`config.mk`:
```
export PLATFORM = sky130hd
export DESIGN_NAME = alu_result_buffer_flat
export DESIGN_NICKNAME = d
export VERILOG_FILES = /design/src/rtl/alu_result_if.sv /design/src/rtl/alu_result_buffer.sv /design/src/flat_wrapper.sv
export SDC_FILE = /design/constraint.sdc
export NUM_CORES = 1
export LEC_CHECK = 0
export ABC_AREA = 0
export ABC_CLOCK_PERIOD_IN_PS = 11900
export CAP_MARGIN = 20
export CORE_MARGIN = 8
export CORE_UTILIZATION = 48
export DETAILED_ROUTE_END_ITERATION = 8
export HOLD_SLACK_MARGIN = 0.15
export PLACE_DENSITY = 0.82
export SYNTH_ARGS = -nofsm -noshare
export SYNTH_HDL_FRONTEND = slang
export SYNTH_SLANG_ARGS = --single-unit
```
`constraint.sdc`:
```
create_clock -name CLK -period 11.9 [get_ports CLK]
set_input_delay 2.38 -clock CLK [delete_from_list [all_inputs] [get_ports CLK]]
set_output_delay 2.38 -clock CLK [all_outputs]
set_load 0.03 [all_outputs]
```
`src/rtl/alu_result_if.sv`:
```
// Bus bundle between the ALU result producer and the result buffer.
// The slave side is the buffer and the master side is the ALU/writeback environment.
interface alu_result_if;
  logic        in_valid;
  logic [73:0] in_packet;
  logic        in_ready;
  logic        out_ready;
  logic        out_valid;
  logic [2:0]  out_type;
  logic [31:0] out_result;
  logic [31:0] out_addr;
  logic [4:0]  out_aux;
  logic        out_redirect;
  logic        out_trap;

  modport slave (
    input  in_valid, in_packet, out_ready,
    output in_ready, out_valid, out_type, out_result, out_addr, out_aux,
           out_redirect, out_trap
  );

  modport master (
    output in_valid, in_packet, out_ready,
    input  in_ready, out_valid, out_type, out_result, out_addr, out_aux,
           out_redirect, out_trap
  );
endinterface

```
`src/rtl/alu_result_buffer.sv`:
```
// Small FIFO that receives ALU result packets and presents decoded head fields
// to the writeback/memory stage through a valid/ready handshake.
module alu_result_buffer #(
  parameter int DEPTH = 2,
  parameter int PTR_W = 1
) (
  input  logic             CLK,
  input  logic             RST_N,
  alu_result_if.slave      bus,
  input  logic             flush,
  output logic [PTR_W:0]   count,
  output logic             overflow
);

  localparam logic [PTR_W:0] FULL_CNT = (PTR_W+1)'(DEPTH);

  logic [73:0]      mem_q [DEPTH];
  logic [PTR_W-1:0] wr_ptr_q, wr_ptr_d;
  logic [PTR_W-1:0] rd_ptr_q, rd_ptr_d;
  logic [PTR_W:0]   count_q, count_d;
  logic             overflow_q, overflow_d;
  logic             push, pop, in_ready, out_valid;
  logic [73:0]      head;

  assign in_ready  = (count_q != FULL_CNT);
  assign out_valid = (count_q != '0);
  assign push      = bus.in_valid & in_ready & ~flush;
  assign pop       = out_valid & bus.out_ready & ~flush;

  // Flush wins over everything; a packet offered alongside it is simply discarded.
  always_comb begin
    wr_ptr_d   = wr_ptr_q;
    rd_ptr_d   = rd_ptr_q;
    count_d    = count_q;
    overflow_d = overflow_q | (bus.in_valid & ~in_ready & ~flush);
    if (flush) begin
      wr_ptr_d = '0;
      rd_ptr_d = '0;
      count_d  = '0;
    end else begin
      if (push) wr_ptr_d = wr_ptr_q + 1'b1;
      if (pop)  rd_ptr_d = rd_ptr_q + 1'b1;
      case ({push, pop})
        2'b10:   count_d = count_q + 1'b1;
        2'b01:   count_d = count_q - 1'b1;
        default: count_d = count_q;
      endcase
    end
  end

  always_ff @(posedge CLK or negedge RST_N) begin
    if (!RST_N) begin
      wr_ptr_q   <= '0;
      rd_ptr_q   <= '0;
      count_q    <= '0;
      overflow_q <= 1'b0;
    end else begin
      wr_ptr_q   <= wr_ptr_d;
      rd_ptr_q   <= rd_ptr_d;
      count_q    <= count_d;
      overflow_q <= overflow_d;
    end
  end

  // Storage holds data only; its contents are meaningless until written.
  always_ff @(posedge CLK) begin
    if (push) mem_q[wr_ptr_q] <= bus.in_packet;
  end

  assign head = out_valid ? mem_q[rd_ptr_q] : '0;

  assign bus.in_ready     = in_ready;
  assign bus.out_valid    = out_valid;
  assign bus.out_type     = head[73:71];
  assign bus.out_result   = head[70:39];
  assign bus.out_addr     = head[38:7];
  assign bus.out_aux      = head[6:2];
  assign bus.out_redirect = head[1];
  assign bus.out_trap     = head[0];
  assign count            = count_q;
  assign overflow         = overflow_q;

endmodule

```
`src/flat_wrapper.sv`:
```
// flat-port wrapper written by rule: the top's interface ports become plain ports
module alu_result_buffer_flat 
#(
  parameter int DEPTH = 2,
  parameter int PTR_W = 1
)
  (CLK, RST_N, flush, count, overflow, bus_in_valid, bus_in_packet, bus_out_ready, bus_in_ready, bus_out_valid, bus_out_type, bus_out_result, bus_out_addr, bus_out_aux, bus_out_redirect, bus_out_trap);
  alu_result_if bus_i ();
  input  logic CLK;
  input  logic RST_N;
  input  logic flush;
  output logic [PTR_W:0] count;
  output logic overflow;
  input wire logic [$bits(bus_i.in_valid)-1:0] bus_in_valid;
  input wire logic [$bits(bus_i.in_packet)-1:0] bus_in_packet;
  input wire logic [$bits(bus_i.out_ready)-1:0] bus_out_ready;
  output wire logic [$bits(bus_i.in_ready)-1:0] bus_in_ready;
  output wire logic [$bits(bus_i.out_valid)-1:0] bus_out_valid;
  output wire logic [$bits(bus_i.out_type)-1:0] bus_out_type;
  output wire logic [$bits(bus_i.out_result)-1:0] bus_out_result;
  output wire logic [$bits(bus_i.out_addr)-1:0] bus_out_addr;
  output wire logic [$bits(bus_i.out_aux)-1:0] bus_out_aux;
  output wire logic [$bits(bus_i.out_redirect)-1:0] bus_out_redirect;
  output wire logic [$bits(bus_i.out_trap)-1:0] bus_out_trap;
  assign bus_i.in_valid = bus_in_valid;
  assign bus_i.in_packet = bus_in_packet;
  assign bus_i.out_ready = bus_out_ready;
  assign bus_in_ready = bus_i.in_ready;
  assign bus_out_valid = bus_i.out_valid;
  assign bus_out_type = bus_i.out_type;
  assign bus_out_result = bus_i.out_result;
  assign bus_out_addr = bus_i.out_addr;
  assign bus_out_aux = bus_i.out_aux;
  assign bus_out_redirect = bus_i.out_redirect;
  assign bus_out_trap = bus_i.out_trap;
  alu_result_buffer #(.DEPTH(DEPTH), .PTR_W(PTR_W)) u_core (.CLK(CLK), .RST_N(RST_N), .bus(bus_i), .flush(flush), .count(count), .overflow(overflow));
endmodule
```
# After elaboration in Yosys (flattened, before gate mapping)
# Memory sizes are Yosys's and may differ from the RTL's.
# Index checks and enable logic that the tools add are counted.
[word_totals] inputBits=79 wordCells=34 regBits=5 memories=1 ramBits=148 output_inout_bits=79
[mem_list] name="u_core.mem_q" depth=2 width=74 rd=1 rd_ports_with_merged_regs=0 write_ports=1 line_no="alu_result_buffer.sv:17" rtl="logic [73:0] mem_q [DEPTH];"
[classes] n_eq_ne=3 add_sub_neg=4 mux=9 n_bitwise=9 reduce_logical=4
[op_table] operator="74-bit 2-to-1 mux" n=1
[op_table] operator="1-bit bitwise AND" n=6
[op_table] operator="1-bit 2-to-1 mux" n=6
[op_table] operator="2-bit nonzero test" n=3
[op_table] operator="2-bit case mux with 2 select lines" n=1
[op_table] operator="3-bit nonzero test" n=1
[op_table] operator="1-bit adder, second input constant" n=2
[op_table] operator="2-bit by 1-bit adder with 2-bit output, second input constant" n=1
[op_table] operator="2-bit by 1-bit equality test with 1-bit output, second input constant" n=1
[op_table] operator="2-bit equality test, second input constant" n=1
[op_table] operator="2-bit 2-to-1 mux" n=1
[op_table] operator="2-bit != test, second input constant" n=1
[op_table] operator="1-bit NOT" n=2
[op_table] operator="2-bit by 1-bit subtractor with 2-bit output, second input constant" n=1
[op_table] operator="1-bit bitwise OR" n=1

# Depth between registers and ports, before layout
# Gate-level depths: netlist of run 1.
[logic_depth] depth_word=6 mapped_depth=5 mapped_depth_nobuf=4

# Worst setup path after synthesis of run 1
# OpenSTA, ideal clock, no wires.
[synth_timing] path_kind="input-to-reg" start="in flush" end="mem u_core.mem_q[0][0] (enable)" path_slack_ns=1.644 arrival_ns=9.567 t_required_ns=11.211 stages=1 path_cell_list="nor4_1"
[synth_between] elab_chain_cells=4
[synth_rtl] item="start: declaration" line_no="flat_wrapper.sv:11" rtl="input logic flush;"
[synth_rtl] item="1-bit NOT" line_no="alu_result_buffer.sv:27" rtl="assign push = bus.in_valid & in_ready & ~flush;"
[synth_rtl] item="1-bit bitwise AND" line_no="alu_result_buffer.sv:27"
[synth_rtl] item="1-bit 2-to-1 mux" line_no="alu_result_buffer.sv:67" rtl="if (push) mem_q[wr_ptr_q] <= bus.in_packet;"
[synth_rtl] item="1-bit 2-to-1 mux (implied by the code)" line_no="alu_result_buffer.sv:67"
[synth_rtl] item="end: declaration" line_no="alu_result_buffer.sv:17"
# No other way between the ends.

# Worst setup path after layout of run 1
[layout_timing] start="reg u_core.rd_ptr_q" end="out bus_out_result[14]"
[layout_between] elab_chain_cells=2
[layout_rtl] item="start: declaration" line_no="alu_result_buffer.sv:19" rtl="logic [PTR_W-1:0] rd_ptr_q, rd_ptr_d;"
[layout_rtl] item="start signal: assignment" line_no="alu_result_buffer.sv:59" rtl="rd_ptr_q <= rd_ptr_d;"
[layout_rtl] item="memory 2 x 74 bit"
[layout_rtl] item="74-bit 2-to-1 mux" line_no="alu_result_buffer.sv:70" rtl="assign head = out_valid ? mem_q[rd_ptr_q] : '0;"
[layout_rtl] item="end: declaration" line_no="flat_wrapper.sv:20" rtl="output wire logic [$bits(bus_i.out_result)-1:0] bus_out_result;"
# No other way between the ends.

==> summary.md, run 1 <==
| Metric | Value |
|---|---|
| Clock skew | `0.00541 ns` |
| CP max stage cell | `dfrtp_4` |
| Max Cap Viol | `0` |
| Die H | `127 µm` |
| Synth warn | `0` |
| Final non-filler cell total | `664` |
| GPL Wtd Cong | `0.699` |
| Latest clock arrival within the worst-skew pair | `0.40 ns` |
| Diodes inserted | `0` |
| Cell family with most CP delay | `buffers and inverters` |
| Design Area, Final | `8120 µm²` |
| Num rows | `40` |
| Cell taking the most area after synthesis | `edfxtp_1` |
| Area after DPL | `7540 µm²` |
| Most used flip-flop cell after synthesis | `edfxtp_1` |
| I/O pin count | `158` |
| Share of layout cells above drive strength 1 | `0.0793` |
| Largest net degree at the start of global routing | `75` |
| Buffers & Inverters on Critical Path | `2` |
| Vias in the first global route | `3556` |
| Final antenna-violating net count | `0` |
| Worst Path Max Fanout | `40` |
| Clk sinks | `153` |
| Storage cell area | `4570 µm²` |
| Area grow syn2layout | `38.4%` |
| Clock Root Buffer | `clkbuf_16` |
| Reg clk slew, reported paths | `0.06 ns` |
| Final hold violation count | `0` |
| Worst-path cell chain | `buf_4, mux2i_1, nor2_1, clkdlybuf4s50_1` |
| Crit path required time | `9.52 ns` |
| Fin Setup TNS | `0 ns` |
| Final WL | `12100 µm` |
| Post-CTS sizing | `0` |
| Die footprint | `16000 µm²` |
| Total gr overflow | `0` |
| Arr. time, crit path | `2.98 ns` |
| Setup repair bufs after CTS | `0` |
| Core Area | `12000 µm²` |
| Synth cell types | `23` |
| RSZ-0062 raised after global routing | `no` |
| Deepest clock path buffer count | `2` |
| #FFs+latches synth | `153` |
| Fin crit period | `5.36 ns` |
| CTS Hold Buffers Added | `0` |
| Initial Util | `0.491` |
| IO buf count | `157` |
| Initial antenna violation count | `1` |
| Total power | `1.34 mW` |
| Max Freq | `187 MHz` |
| DRT Pass-1 Iters | `4` |
| Max VDD drop | `0.0945 mV` |
| Mean post-synth cell area | `17.2 µm²` |
| DRC errors left | `0` |
| Syn nets | `421` |
| Kind of critical path | `flop to output pin` |
| Hold WS | `0.476 ns` |
| Routed len/inst | `18.3 µm` |
| Iteration-0 DRC Markers | `218` |
| Layout fillers | `821` |
| Die Wd | `127 µm` |
| Outcome | `completed` |
| Register area share after synthesis | `0.778` |
| Post-Place Cells | `633` |
| Final HPWL DP | `8160 µm` |
| All-Layer GR Usage | `0.153` |
| Synth top area share | `0.757` |
| Post-synth EDFFs | `148` |
| Vias post-DR | `3381` |
| Synthesized area | `5870 µm²` |
| FFs w/ async S/R, synth | `0.0327` |
| Crit start category | `flop` |
| CTS H-tree lvls | `4` |
| Via density | `5.09` |
| Synth top area cells | `edfxtp_1 76%, mux2i_1 13%, nor2_1 4.9%` |
| Cells after Synth | `342` |
| CTS tree | `done` |
| CTS buffer count | `17` |
| Multi-input gate area | `1170 µm²` |
| Relative slew slack | `0.323` |
| HP Class | `flop to flop` |
| Nets | `584` |
| Slew @ Worst Pin | `1.02 ns` |
| Critical path endpoint category | `output pin` |
| Final Max Tran Viols | `0` |
| CP peak stage delay | `0.83 ns` |
| Final period utilization | `0.450` |
| Setup violators final | `0` |
| Power Density | `165 nW/µm²` |
| Leak | `2.70 nW` |
| First-pass GRT wire length | `19000 µm` |
==> synth_stat cells (2+ instances only) <==
master	count
buf_2	2
clkbuf_1	2
buf_4	7
mux2i_1	75
dfrtp_1	5
a21oi_1	4
o21ai_0	2
edfxtp_1	148
buf_6	6
nor2_1	77
inv_1	2
==> cells by family (layout without fill, tap and decap cells) <==
kind of cell / after synthesis / in the layout / share of synthesized area
buf+inv: 20 / 195 / 0.0254
mux: 75 / 75 / 0.128
xor+xnor: 1 / 1 / 0.00149
simple gates: 84 / 84 / 0.0578
flops: 153 / 153 / 0.778
compound gates: 9 / 9 / 0.00917
==> final timing paths <==
kind                       cells past startpoint             endpoint             from  slack (ns)
min                                            1      u_core.overflow  u_core.overflow        0.48
max in group asynchronous                      1      u_core.rd_ptr_q            RST_N        9.45
max                                            4   bus_out_result[14]  u_core.rd_ptr_q        6.54
max reg2reg                                    3  u_core.mem_q[1][22]  u_core.count[1]        9.83
min reg2reg                                    1      u_core.overflow  u_core.overflow        0.48
min in group asynchronous                      1      u_core.wr_ptr_q            RST_N        2.21
==> where the power goes <==
group / internal, mW / total, mW / leakage [nW] / switching (mW)
combinational: 0.0830 / 0.184 / 0.996 / 0.101
clock: 0.327 / 0.527 / 0.279 / 0.200
sequential: 0.614 / 0.626 / 1.42 / 0.0118
==> layer usage <==
metal,track usage,vias up,share of wire
met3,0.0649,12,0.078
li1,-,1597,-
met2,0.249,120,0.51
met1,0.179,1650,0.40
met5,0,-,0.0011
met4,0.0517,2,0.011
==> sequential cells by signal (all words and copies together), names as in the netlist <==
register and flops:
u_core.rd_ptr_q 1, u_core.overflow 1, u_core.count 2, u_core.mem_q 148
u_core.wr_ptr_q 1
==> cells in the final DEF (no fill, tap or decap), types with 2 or more instances in the layout <==
cell,synthesis,final
clkinvlp_4,0,3
clkbuf_16,0,17
bufinv_16,0,3
nor2_1,77,76
clkdlybuf4s50_1,0,157
o21ai_0,2,2
mux2i_1,75,75
edfxtp_1,148,148
clkinv_2,0,4
a21oi_1,4,4
inv_1,2,2
dfrtp_1,5,4
buf_4,7,4
==> cell type report <==
type / instances / share of cell area
Sequential cell: 153 / 0.563
Clock inverter: 13 / 0.0189
Clock buffer: 18 / 0.0528
Tap cell: 147 / 0.0226
Timing Repair Buffer: 161 / 0.197
Multi-Input combinational cell: 169 / 0.144
Inverter: 3 / 0.00139
==> stage by stage <==
stage	worst slack, ns	utilization
floorplan	1.64	-
global placement	6.99	0.630
detailed placement	6.94	0.630
CTS	6.50	0.679
global route	6.37	0.679
finish	6.54	0.679
Power figures use the tool's default switching activity.
==> inputs of run 2 (changes only) <==
--- a/config.mk
+++ b/config.mk
@@ -6,13 +6,13 @@
 export NUM_CORES = 1
 export LEC_CHECK = 0
 export ABC_AREA = 0
-export ABC_CLOCK_PERIOD_IN_PS = 11900
+export ABC_CLOCK_PERIOD_IN_PS = 4900
 export CAP_MARGIN = 20
 export CORE_MARGIN = 8
-export CORE_UTILIZATION = 48
+export CORE_UTILIZATION = 43
 export DETAILED_ROUTE_END_ITERATION = 8
 export HOLD_SLACK_MARGIN = 0.15
-export PLACE_DENSITY = 0.82
+export PLACE_DENSITY = 0.78
 export SYNTH_ARGS = -nofsm -noshare
 export SYNTH_HDL_FRONTEND = slang
 export SYNTH_SLANG_ARGS = --single-unit
==> constraint.sdc (replaced) <==
create_clock -name CLK -period 4.9 [get_ports CLK]
set_input_delay 0.98 -clock CLK [delete_from_list [all_inputs] [get_ports CLK]]
set_output_delay 0.98 -clock CLK [all_outputs]
set_load 0.03 [all_outputs]
==> run 2 against run 1 <==
Compared with the run above:
- die area is 10% higher
- clock skew is 0.0075 ns higher
- global-route usage is 1.3 points lower
- critical path type unchanged
- critical endpoint is now bus_out_addr[10]
==> summary.md, run 2 (synthesis results as in run 1) <==
| Metric | Value |
|---|---|
| Final non-filler cell total | `693 (was 664)` |
| Nets | `585 (was 584)` |
| Reg clk slew, reported paths | `0.05 ns (was 0.06 ns)` |
| Die H | `133 µm (was 127 µm)` |
| Total power | `3.37 mW (was 1.34 mW)` |
| CP peak stage delay | `0.83 ns (about the same)` |
| GPL Wtd Cong | `0.717 (was 0.699)` |
| Vias in the first global route | `3689 (was 3556)` |
| Arr. time, crit path | `2.88 ns (was 2.98 ns)` |
| Post-Place Worst Slack | `1.44 ns (was 6.94 ns)` |
| Sequential Power Share | `0.451 (was 0.468)` |
| Crit path required time | `3.92 ns (was 9.52 ns)` |
| Slew @ Worst Pin | `1.03 ns (was 1.02 ns)` |
| Deepest clock path buffer count | `2 (unchanged)` |
| Core Area | `13300 µm² (was 12000 µm²)` |
| Diodes inserted | `0 (unchanged)` |
| Area grow syn2layout | `40.3% (was 38.4%)` |
| CTS H-tree lvls | `4 (unchanged)` |
| Power Density | `409 nW/µm² (was 165 nW/µm²)` |
| Clock Root Buffer | `clkbuf_16 (unchanged)` |
| Final WL | `12200 µm (was 12100 µm)` |
| Latest clock arrival within the worst-skew pair | `0.42 ns (was 0.40 ns)` |
| Reg2reg start | `u_core.count[1] (unchanged)` |
| HP Class | `flop to flop (unchanged)` |
| Iteration-0 DRC Markers | `177 (was 218)` |
| First-pass GRT wire length | `19200 µm (was 19000 µm)` |
| Sw Pwr | `734 µW (was 313 µW)` |
| Most frequent cells in the layout | `157 x clkdlybuf4s50_1, 148 x edfxtp_1, 76 x nor2_1 (unchanged)` |
| Worst Hold Launch | `u_core.overflow (unchanged)` |
| R2R setup slack | `2.80 ns (was 9.83 ns)` |
| Total gr overflow | `0 (unchanged)` |
| Relative slew slack | `0.313 (was 0.323)` |
| Switching share of power | `0.218 (was 0.234)` |
| Internal Power | `2.64 mW (was 1.02 mW)` |
| CTS Hold Buffers Added | `0 (unchanged)` |
| Largest net degree at the start of global routing | `75 (unchanged)` |
| CP max stage cell | `dfrtp_4 (unchanged)` |
| CTS buffer count | `17 (unchanged)` |
| Num rows | `42 (was 40)` |
| Reg with most FFs | `u_core.mem_q (unchanged)` |
| Critical path endpoint category | `output pin (unchanged)` |
| DRC errors left | `0 (unchanged)` |
| Final HPWL DP | `8100 µm (was 8160 µm)` |
| Die Wd | `133 µm (was 127 µm)` |
| Share of layout cells above drive strength 1 | `0.0735 (was 0.0793)` |
| Routed len/inst | `17.6 µm (was 18.3 µm)` |
| RSZ-0062 raised after global routing | `no (unchanged)` |
| Clock skew | `0.0129 ns (was 0.00541 ns)` |
| All-Layer GR Usage | `0.140 (was 0.153)` |
| Vias post-DR | `3354 (was 3381)` |
| Fin Setup TNS | `0 ns (unchanged)` |
| Most common cell after layout, fill and taps aside | `clkdlybuf4s50_1 (unchanged)` |
| Kind of critical path | `flop to output pin (unchanged)` |
| Setup repair bufs after CTS | `0 (unchanged)` |
| Final Max Tran Viols | `0 (unchanged)` |
| Post-CTS sizing | `0 (unchanged)` |
| Final period utilization | `0.789` |
| Final antenna-violating net count | `0 (unchanged)` |
| Number of flip-flops in the largest register | `148 (unchanged)` |
| Initial Util | `0.442 (was 0.491)` |
| R2R cell count | `3 (unchanged)` |
| I/O pin count | `158 (unchanged)` |
| Setup violators final | `0 (unchanged)` |
| Initial antenna violation count | `0 (was 1)` |
| Max Cap Viol | `0 (unchanged)` |
| Hold WS | `0.512 ns (was 0.476 ns)` |
| Hold path depth | `1 (unchanged)` |
| Fin crit period | `3.86 ns` |
| Max VDD drop | `0.219 mV (was 0.0945 mV)` |
| Final hold violation count | `0 (unchanged)` |
| Worst Path Max Fanout | `36 (was 40)` |
| Post-Place Cells | `663 (was 633)` |
| Via density | `4.84 (was 5.09)` |
| Power share of the clock group | `0.414 (was 0.394)` |
| Crit start category | `flop (unchanged)` |
| Comb pwr share | `0.134 (was 0.138)` |
| Worst-path cell chain | `buf_4, mux2i_1, nor2_1, clkdlybuf4s50_1 (unchanged)` |
| CTS tree | `done (unchanged)` |
| Leak | `2.74 nW (was 2.70 nW)` |
| Outcome | `completed (unchanged)` |
| Hold endpoint | `u_core.overflow (unchanged)` |
| IO buf count | `157 (unchanged)` |
| Final WS setup | `1.04 ns (was 6.54 ns)` |
| Max Freq | `259 MHz` |
| Die footprint | `17600 µm² (was 16000 µm²)` |
| DRT Pass-1 Iters | `4 (unchanged)` |
| Clk sinks | `153 (unchanged)` |
| Reg2reg end | `u_core.mem_q[1][26] (was u_core.mem_q[1][22])` |
==> run 2: layer usage <==
metal | vias to the layer above | share of wire | track usage
li1 | 1602 | - | -
met1 | 1626 | 0.39 | 0.144
met2 | 112 | 0.52 | 0.247
met3 | 14 | 0.072 | 0.0541
met4 | 0 | 0.016 | 0.0637
met5 | - | 0 | 0
==> run 2: power groups by stage <==
| stage | Sequential, mW | Clock [mW] | Combinational, mW |
|---|---|---|---|
| 2_1_floorplan | 1.54 | 0 | 0.257 |
| 3_3_place_gp | 1.55 | 0 | 0.449 |
| 3_5_place_dp | 1.55 | 0 | 0.457 |
| 4_1_cts | 1.52 | 1.42 | 0.460 |
| 5_1_grt | 1.53 | 1.48 | 0.481 |
| 6_report | 1.52 | 1.40 | 0.452 |
==> run 2: per-stage QoR <==
| stage | utilization | cell area, µm² |
|---|---|---|
| after floorplan | - | 5890 |
| after global placement | 0.572 | 7600 |
| after detailed placement | 0.572 | 7600 |
| after CTS | 0.620 | 8240 |
| after global routing | 0.620 | 8240 |
| final | 0.620 | 8240 |
==> run 2: worst max-delay path by stage <==
stage / endpoint / start / slack, ns / depth (start not counted)
floorplan: u_core.mem_q[0][0] / bus_in_valid / 0.94 / 2
global placement: bus_out_addr[6] / u_core.rd_ptr_q / 1.51 / 4
detailed placement: bus_out_addr[17] / u_core.rd_ptr_q / 1.44 / 4
CTS: bus_out_addr[10] / u_core.rd_ptr_q / 0.97 / 4
global route: bus_out_addr[17] / u_core.rd_ptr_q / 0.83 / 4
finish: bus_out_addr[10] / u_core.rd_ptr_q / 1.04 / 4
==> run 2: critical path: cells and delay by family, from the launching register on <==
family                 cells  cell delay, ns
AND/OR/NAND/NOR            1            0.07
buffers and inverters      2            1.23
multiplexers               1            0.32
flip-flops                 1            0.83
==> run 2: area by class of cell <==
cell class / count / area, µm²
clock inverter: 12 / 205
multi-input combinational: 169 / 1180
clock buffer: 18 / 429
fill: 984 / 5060
tap: 176 / 220
sequential: 153 / 4570
inverter: 3 / 11.3
timing repair buffer: 162 / 1620
